<file path="config.mk">
export PLATFORM = sky130hd
export DESIGN_NAME = gw2a_pll_ctrl
export DESIGN_NICKNAME = d
export VERILOG_FILES = /design/src/rtl/gw2a_pll_pkg.sv /design/src/rtl/sync_2ff.sv /design/src/rtl/gw2a_pll_ctrl.sv
export SDC_FILE = /design/constraint.sdc
export NUM_CORES = 1
export LEC_CHECK = 0
export CAP_MARGIN = 20
export CORE_ASPECT_RATIO = 0.75
export CORE_MARGIN = 2
export CORE_UTILIZATION = 55
export CTS_CLUSTER_SIZE = 28
export DETAILED_ROUTE_END_ITERATION = 10
export GPL_ROUTABILITY_DRIVEN = 1
export GPL_TIMING_DRIVEN = 0
export PLACE_DENSITY = 0.74
export SLEW_MARGIN = 20
export SYNTH_ARGS = -nofsm -noshare
export SYNTH_HDL_FRONTEND = slang
export SYNTH_SLANG_ARGS = --single-unit
</file>
<file path="constraint.sdc">
create_clock -name clock -period 3.1 [get_ports clock]
set_input_delay 0.775 -clock clock [delete_from_list [all_inputs] [get_ports clock]]
set_output_delay 0.775 -clock clock [all_outputs]
set_load 0.01 [all_outputs]
</file>
<file path="src/rtl/gw2a_pll_pkg.sv">
// Shared state encoding and sizing helpers for the rPLL lock sequencer.
package gw2a_pll_pkg;

  typedef enum logic [2:0] {
    ST_RESET  = 3'd0,
    ST_WAIT   = 3'd1,
    ST_STABLE = 3'd2,
    ST_READY  = 3'd3,
    ST_FAULT  = 3'd4
  } pll_state_t;

  localparam int RETRY_W = 4;

  function automatic int max3(input int a, input int b, input int c);
    int m;
    m = (a > b) ? a : b;
    return (m > c) ? m : c;
  endfunction

endpackage

</file>
<file path="src/rtl/sync_2ff.sv">
// Two-flop synchroniser for a single asynchronous level; latency 2 cycles.
// No backpressure: the input is sampled every cycle.
module sync_2ff (
  input  logic clock,
  input  logic reset,
  input  logic d,
  output logic q
);

  (* ASYNC_REG = "TRUE" *) logic meta;
  (* ASYNC_REG = "TRUE" *) logic sync;

  always_ff @(posedge clock) begin
    if (reset) begin
      meta <= 1'b0;
      sync <= 1'b0;
    end else begin
      meta <= d;
      sync <= meta;
    end
  end

  assign q = sync;

endmodule

</file>
<file path="src/rtl/gw2a_pll_ctrl.sv">
// rPLL reset/lock sequencer with bounded retry; outputs registered, change on the transition edge.
// No backpressure: relock_i is a one-cycle request honoured immediately.
module gw2a_pll_ctrl
  import gw2a_pll_pkg::*;
#(
  parameter int RESET_CYCLES  = 16,
  parameter int LOCK_TIMEOUT  = 27000,
  parameter int STABLE_CYCLES = 1024,
  parameter int MAX_RETRIES   = 7
) (
  input  logic       clock,
  input  logic       reset,
  input  logic       relock_i,
  input  logic       pll_lock_i,
  output logic       pll_reset_o,
  output logic       ready_o,
  output logic       fault_o,
  output logic       lost_o,
  output logic [3:0] retries_o
);

  localparam int CMAX   = max3(RESET_CYCLES, LOCK_TIMEOUT, STABLE_CYCLES);
  localparam int CWIDTH = (CMAX > 1) ? $clog2(CMAX) : 1;

  localparam logic [CWIDTH-1:0]  RC_LAST = CWIDTH'(RESET_CYCLES - 1);
  localparam logic [CWIDTH-1:0]  LT_LAST = CWIDTH'(LOCK_TIMEOUT - 1);
  localparam logic [CWIDTH-1:0]  SC_LAST = CWIDTH'(STABLE_CYCLES - 1);
  localparam logic [RETRY_W-1:0] MAX_R   = RETRY_W'(MAX_RETRIES);

  pll_state_t         state;
  logic [CWIDTH-1:0]  cnt;
  logic [RETRY_W-1:0] retries;
  logic               lock_s;
  logic               retry_evt;

  sync_2ff u_lock_sync (
    .clock (clock),
    .reset (reset),
    .d     (pll_lock_i),
    .q     (lock_s)
  );

  // A lock timeout in WAIT and any low lock_s cycle in STABLE are both failed attempts.
  assign retry_evt = !lock_s &&
                     (((state == ST_WAIT) && (cnt == LT_LAST)) || (state == ST_STABLE));

  always_ff @(posedge clock) begin
    if (reset) begin
      state       <= ST_RESET;
      cnt         <= '0;
      retries     <= '0;
      pll_reset_o <= 1'b1;
      ready_o     <= 1'b0;
      fault_o     <= 1'b0;
      lost_o      <= 1'b0;
    end else if (relock_i) begin
      state       <= ST_RESET;
      cnt         <= '0;
      retries     <= '0;
      pll_reset_o <= 1'b1;
      ready_o     <= 1'b0;
      fault_o     <= 1'b0;
    end else if (retry_evt) begin
      cnt         <= '0;
      pll_reset_o <= 1'b1;
      if (retries == MAX_R) begin
        state   <= ST_FAULT;
        fault_o <= 1'b1;
      end else begin
        state   <= ST_RESET;
        retries <= (retries == '1) ? retries : retries + 1'b1;
      end
    end else begin
      case (state)
        ST_RESET: begin
          if (cnt == RC_LAST) begin
            state       <= ST_WAIT;
            cnt         <= '0;
            pll_reset_o <= 1'b0;
          end else begin
            cnt <= cnt + 1'b1;
          end
        end
        ST_WAIT: begin
          if (lock_s) begin
            state <= ST_STABLE;
            cnt   <= '0;
          end else begin
            cnt <= cnt + 1'b1;
          end
        end
        ST_STABLE: begin
          if (cnt == SC_LAST) begin
            state   <= ST_READY;
            cnt     <= '0;
            ready_o <= 1'b1;
            retries <= '0;
          end else begin
            cnt <= cnt + 1'b1;
          end
        end
        ST_READY: begin
          if (!lock_s) begin
            state       <= ST_RESET;
            cnt         <= '0;
            retries     <= '0;
            lost_o      <= 1'b1;
            ready_o     <= 1'b0;
            pll_reset_o <= 1'b1;
          end
        end
        ST_FAULT: ;
        default: begin
          state       <= ST_RESET;
          cnt         <= '0;
          pll_reset_o <= 1'b1;
          ready_o     <= 1'b0;
          fault_o     <= 1'b0;
        end
      endcase
    end
  end

  assign retries_o = retries;

endmodule

</file>
# ---- Word level (Yosys, flattened, before mapping)
# Index checks and enable logic that the tools add are counted.
dict set report word_totals {
  reg_bits 28
  inputBits 4
  out_inout_bits 8
  elab_cells 83
}
dict set report classes {
  addsub 2
  eq_ne 21
  mux 27
  n_bitwise 6
  reduce_logical 18
}
# cell count
set ops {}
lappend ops {{one-hot mux 15 bit (5 select lines)} 1}
lappend ops {{two-way mux 15 bit} 4}
lappend ops {{two-way mux 4 bit} 5}
lappend ops {{two-way mux 3 bit} 6}
lappend ops {{adder 15 x 1 -> 15 bit (second input constant)} 1}
lappend ops {{== test 15 x 10 -> 1 bit (second input constant)} 1}
lappend ops {{== test 15 bit (second input constant)} 1}
lappend ops {{== test 15 x 4 -> 1 bit (second input constant)} 1}
lappend ops {{one-hot mux 3 bit (5 select lines)} 1}
lappend ops {{!= test 2 bit (second input constant)} 5}
lappend ops {{AND reduction 5 bit} 2}
lappend ops {{OR reduction 3 bit} 3}
lappend ops {{one-hot mux 4 bit (2 select lines)} 1}
lappend ops {{AND reduction 4 bit} 2}
lappend ops {{two-way mux 1 bit} 7}
lappend ops {{== test 3 x 2 -> 1 bit (second input constant)} 2}
lappend ops {{!= test 2 x 1 -> 1 bit (second input constant)} 3}
lappend ops {{!= test 3 x 2 -> 1 bit (second input constant)} 2}
lappend ops {{!= test 3 bit (second input constant)} 2}
lappend ops {{NOT 1 bit} 6}
lappend ops {{one-hot mux 1 bit (3 select lines)} 2}
lappend ops {{OR reduction 5 bit} 1}
lappend ops {{adder 4 x 1 -> 4 bit (second input constant)} 1}
lappend ops {{== test 4 x 3 -> 1 bit (second input constant)} 1}
lappend ops {{11 further kinds} 13}

# ---- Depth between registers and ports, before layout
dict set report depth {
  word_depth 6
  mapped_depth 7
  mapped_depth_nobuf 6
}

# ---- Modules after synthesis
# Synthesis repeated with hierarchy kept, for this count alone.
dict set report unflattened {
  cells_unflattened 169
  hier_area_um2 1475.2
}
# mod instances cells_per_inst area_per_inst_um2 seq_area_each_um2
set modules_own_cells {}
lappend modules_own_cells {gw2a_pll_ctrl 1 165 1422.6 520.5}
lappend modules_own_cells {sync_2ff 1 4 52.6 40.0}

# ---- Worst setup path after synthesis
# OpenSTA, ideal clock, no wires.
dict set report synth_path {
  path_type {in2reg}
  startpoint {in relock_i}
  endpoint {reg cnt[9]}
  setup_time_ns 0.064
  arrival_time_ns 1.824
  t_required_ns 3.036
  slack_ns 1.212
  cell_stages 5
  path_buffers 1
  cell_sequence {or2_2 > a211o_4 > o21bai_4 > buf_6 > nor2_1}
}
dict set report synth_between {
  elab_chain_len 1
}
# element line
set synth_lines {}
lappend synth_lines {{from (decl)} gw2a_pll_ctrl.sv:13} ;# input logic relock_i,
lappend synth_lines {{OR reduction 3 bit (no source line)} -}
lappend synth_lines {{to (signal assigned)} gw2a_pll_ctrl.sv:81} ;# cnt <= cnt + 1'b1;
lappend synth_lines {{to (signal assigned)} gw2a_pll_ctrl.sv:89} ;# cnt <= cnt + 1'b1;
lappend synth_lines {{to (signal assigned)} gw2a_pll_ctrl.sv:99} ;# cnt <= cnt + 1'b1;
lappend synth_lines {{to (decl)} gw2a_pll_ctrl.sv:31} ;# logic [CWIDTH-1:0] cnt;
# No other way between the ends.
# A chain may end at the register's enable or synchronous reset.

# ---- Worst setup path in the final report
dict set report layout_path {
  startpoint {in reset}
  endpoint {reg cnt[6]}
}
dict set report layout_between {
  elab_chain_len 1
}
# element line
set layout_lines {}
lappend layout_lines {{from (decl)} gw2a_pll_ctrl.sv:12} ;# input logic reset,
lappend layout_lines {{OR reduction 3 bit (no source line)} -}
# No other way between the ends.

==> impl_table.tex <==
\begin{tabular}{lr}
\hline
Metric & Value \\
\hline
\multicolumn{2}{l}{\textbf{CTS}} \\
\quad Maximum count of clock buffers along a single path & 2 \\
\quad Number of buffers created by CTS & 3 \\
\quad Number of instances resized during post-cts repair & 0 \\
\quad Buffers inserted by post-CTS timing repair & 0 \\
\quad Clock Sinks & 28 \\
\quad Clock Root Buffer & clkbuf\_8 \\
\quad CTS tree & done \\
\quad Number of hold buffers added after cts & 0 \\
\quad Worst skew pair latency & 280 ps \\
\quad Clock transition at the registers of the reported paths & 90 ps \\
\quad \# H-tree levels & 1 \\
\multicolumn{2}{l}{\textbf{Global route}} \\
\quad Vias in the first global route & 1231 \\
\quad Wire length of the first global-routing pass & 5768 µm \\
\quad Initial antenna violation count & 0 \\
\quad Residual overflow from global routing & 0 \\
\quad Global Route Usage Sum & 0.2323 \\
\quad Pin count of the biggest net entering global routing & 16 \\
\multicolumn{2}{l}{\textbf{Pwr}} \\
\quad LEAKAGE & 0.5899 nW \\
\quad Overall power after layout & 611.4 µW \\
\quad Pwr per Cell Area & 351.8 nW/µm² \\
\quad Worst vdd rail ir drop & 284.6 µV \\
\multicolumn{2}{l}{\textbf{Logic synthesis}} \\
\quad Synth Net Count & 182 \\
\quad Largest family of logic cells by synthesized area & simple AND/OR/NAND/NOR gates \\
\quad Top cells by instance count after synthesis & 28 x dfxtp\_1, 24 x nor2\_1, 13 x a21oi\_1 \\
\quad Area share of fa/ha/maj cells after synthesis & 0.01638 \\
\quad Post-synth EDFFs & 0 \\
\quad Number of unique standard cell types used by synthesis & 50 \\
\quad Main area contributors after synthesis & dfxtp\_1 37\%, nor2\_1 5.9\%, a21oi\_1 4.3\%, xor2\_1 3.4\%, xnor2\_1 2.9\% \\
\quad Fraction of synthesized cell area in xor and xnor cells & 0.06306 \\
\quad Share of flip-flops with an asynchronous set or reset & 0 \\
\quad Synth Register Bits & 28 \\
\quad Ys Warns & 0 \\
\quad Post-synthesis sequential area ratio & 0.3669 \\
\quad Netlist Area Pre-Place & 1528 µm² \\
\quad Fraction of the mapped netlist area in compound gates & 0.1843 \\
\quad Area share of the largest cell type after synthesis & 0.3669 \\
\quad Synthesized instance count & 176 \\
\quad Mux cell area share after synthesis & 0 \\
\quad Simple-gate share of the synthesized area & 0.3358 \\
\quad Cell taking the most area after synthesis & dfxtp\_1 \\
\quad Mean Syn Cell Area & 8.680 µm² \\
\quad Main synth FF type & dfxtp\_1 \\
\quad Most used standard cell by instance count after synthesis & dfxtp\_1 \\
\multicolumn{2}{l}{\textbf{Timing}} \\
\quad Pin slew with the least headroom to its limit & 565.3 ps \\
\quad Fin Hold WS & 450.2 ps \\
\quad Fin Clk Skew & 4.620 ps \\
\quad Final worst path period need & 2256 ps \\
\quad Number of slew-limit violations in the final report & 0 \\
\quad Final setup violation count & 0 \\
\quad Fin. Hold Viols & 0 \\
\quad Sum of negative setup slack & 0 ps \\
\quad Tcrit/Tclk final & 0.7277 \\
\quad Relative slew slack & 0.6178 \\
\quad Setup repair after global routing missed its margin & false \\
\quad Post-route setup slack & 844.0 ps \\
\quad Max Clk Rate & 0.4433 GHz \\
\multicolumn{2}{l}{\textbf{Floorplanning}} \\
\quad Placement row count & 16 \\
\quad Die Span Y & 49.64 µm \\
\quad Die Area & 3219 µm² \\
\quad Effective utilization at floorplan & 0.5825 \\
\quad Horizontal extent of the die & 64.86 µm \\
\quad Core region area & 2623 µm² \\
\quad Count of pins on the block boundary & 12 \\
\multicolumn{2}{l}{\textbf{Cells and area}} \\
\quad Final Net Count & 198 \\
\quad Number of diodes added for antenna fixing & 0 \\
\quad Design area & 1738 µm² \\
\quad Share of final-layout standard cells stronger than drive strength 1 & 0.1152 \\
\quad Final non-filler cell total & 227 \\
\quad Signed area change from the synthesized netlist to the final layout & 13.76\% \\
\quad Core Util, Final & 0.6627 \\
\multicolumn{2}{l}{\textbf{Routing}} \\
\quad Drc violations & 0 \\
\quad Detailed-router iteration count before antenna repair & 4 \\
\quad DRC violation total after the first TritonRoute iteration & 91 \\
\quad Vias per Instance & 6.101 \\
\quad Post-Route WL & 3334 µm \\
\quad Length of routed met2 wiring & 1496 µm \\
\quad Top routing layer in use & met4 \\
\quad Detailed-route wire length on metal 1 & 1645 µm \\
\quad Remaining antenna violation count & 0 \\
\quad Met3 routed WL & 155 µm \\
\quad Per-cell routed wire length & 14.69 µm \\
\quad Vias post-DR & 1385 \\
\multicolumn{2}{l}{\textbf{Worst hold path}} \\
\quad Cell depth of the worst min-delay path & 1 \\
\quad Min-delay worst type & flip-flop to flip-flop \\
\multicolumn{2}{l}{\textbf{Placed design}} \\
\quad GPL Wtd Cong & 0.8490 \\
\quad Placed standard-cell area & 1683 µm² \\
\quad HPWL after detailed placement & 2498 µm \\
\quad Input/output buffers & 11 \\
\quad Worst setup timing slack at the placement stage & 560.6 ps \\
\quad \# placed instances & 223 \\
\multicolumn{2}{l}{\textbf{Critical path}} \\
\quad Max stage delay on crit path & 500 ps \\
\quad Top Family by Delay on Critical Path & buffers and inverters \\
\quad CP endpoint kind & flip-flop \\
\quad Sort of element at the start of the critical path & input port \\
\quad Worst Path Max Fanout & 10 \\
\quad Buf/Inv on CP & 2 \\
\quad Reg2Reg Depth & 7 \\
\quad Logic depth of the worst setup path including buffers & 6 \\
\quad Data required time of the worst path & 3310 ps \\
\quad Type of the worst setup path & input port to flip-flop \\
\quad Critical-path cell with the highest stage delay & clkdlybuf4s50\_1 \\
\quad Chain of cells forming the critical path & clkdlybuf4s50\_1, or2\_2, a211o\_4, o21bai\_4, buf\_6, nor2\_1 \\
\quad Arrival time worst endpoint & 2470 ps \\
\multicolumn{2}{l}{\textbf{Run}} \\
\quad Max-cap viol count & 0 \\
\multicolumn{2}{l}{\textbf{Status}} \\
\quad Run status & finished, final reports clean \\
\hline
\end{tabular}
==> cell type report <==
| type | count | area [µm²] |
|---|---|---|
| clock buffers | 4 | 55.05 |
| inverters | 2 | 7.507 |
| well taps | 36 | 45.04 |
| multi-input cells | 140 | 915.9 |
| plain buffers | 6 | 43.79 |
| fillers | 240 | 884.6 |
| flip-flops and latches | 28 | 560.5 |
| repair buffers | 11 | 110.1 |
==> kinds of logic (layout without fill, tap and decap cells) <==
| kind of cell | Yosys count | after routing |
|---|---|---|
| flip-flops | 28 | 28 |
| AO/OA/AOI/OAI | 38 | 38 |
| AND/OR/NAND/NOR | 89 | 89 |
| XOR/XNOR | 11 | 11 |
| adder cells (fa/ha/maj) | 2 | 2 |
| buffers and inverters | 8 | 23 |
==> path summary, 6_finish.rpt <==
| path | start | to | slack [ps] |
|---|---|---|---|
| worst min register to register | u_lock_sync.meta$_SDFF_PP0_ | u_lock_sync.q$_SDFF_PP0_ | 450 |
| worst max register to register | cnt[0]$_SDFFE_PP0P_ | cnt[6]$_SDFFE_PP0P_ | 970 |
| worst min-delay path | u_lock_sync.meta$_SDFF_PP0_ | u_lock_sync.q$_SDFF_PP0_ | 450 |
| worst max-delay path | reset | cnt[6]$_SDFFE_PP0P_ | 840 |
==> placed cells by master (no fill, tap or decap), types with 5 or more instances in the layout <==
master,netlist,final
dfxtp_1,28,28
nor2_1,24,24
nand4_1,6,6
clkdlybuf4s50_1,0,11
xor2_1,6,6
nand3_1,7,7
a21oi_1,13,13
nand2_1,11,11
xnor2_1,5,5
o21ai_0,5,5
nor3_1,6,6
==> flip-flops by register name (all words and copies together) (netlist names) <==
name,cells
pll_reset_o,1
u_lock_sync.q,1
retries_o,4
u_lock_sync.meta,1
cnt,15
state,3
lost_o,1
fault_o,1
ready_o,1
==> metal layers <==
metal	track usage	vias up
met2	0.3471	42
met1	0.3257	658
li1	-	680
met4	0.07447	0
met5	0	-
met3	0.06164	5
==> worst reg2reg max path: stages, from the launching register on <==
cell	delay [ps]
dfxtp_1	400
ha_1	330
nand4bb_1	160
o41ai_2	580
o21ai_4	190
o21bai_4	170
buf_6	160
nor2_1	60
==> report_power, final <==
part,internal [mW],switching [mW],leakage (nW)
sequential,0.362,0.00244,0.226
clock,0.114,0.112,0.0288
combinational,0.0112,0.0104,0.335
total,0.487,0.125,0.590
Note: power is estimated with default switching activity, not from simulation.
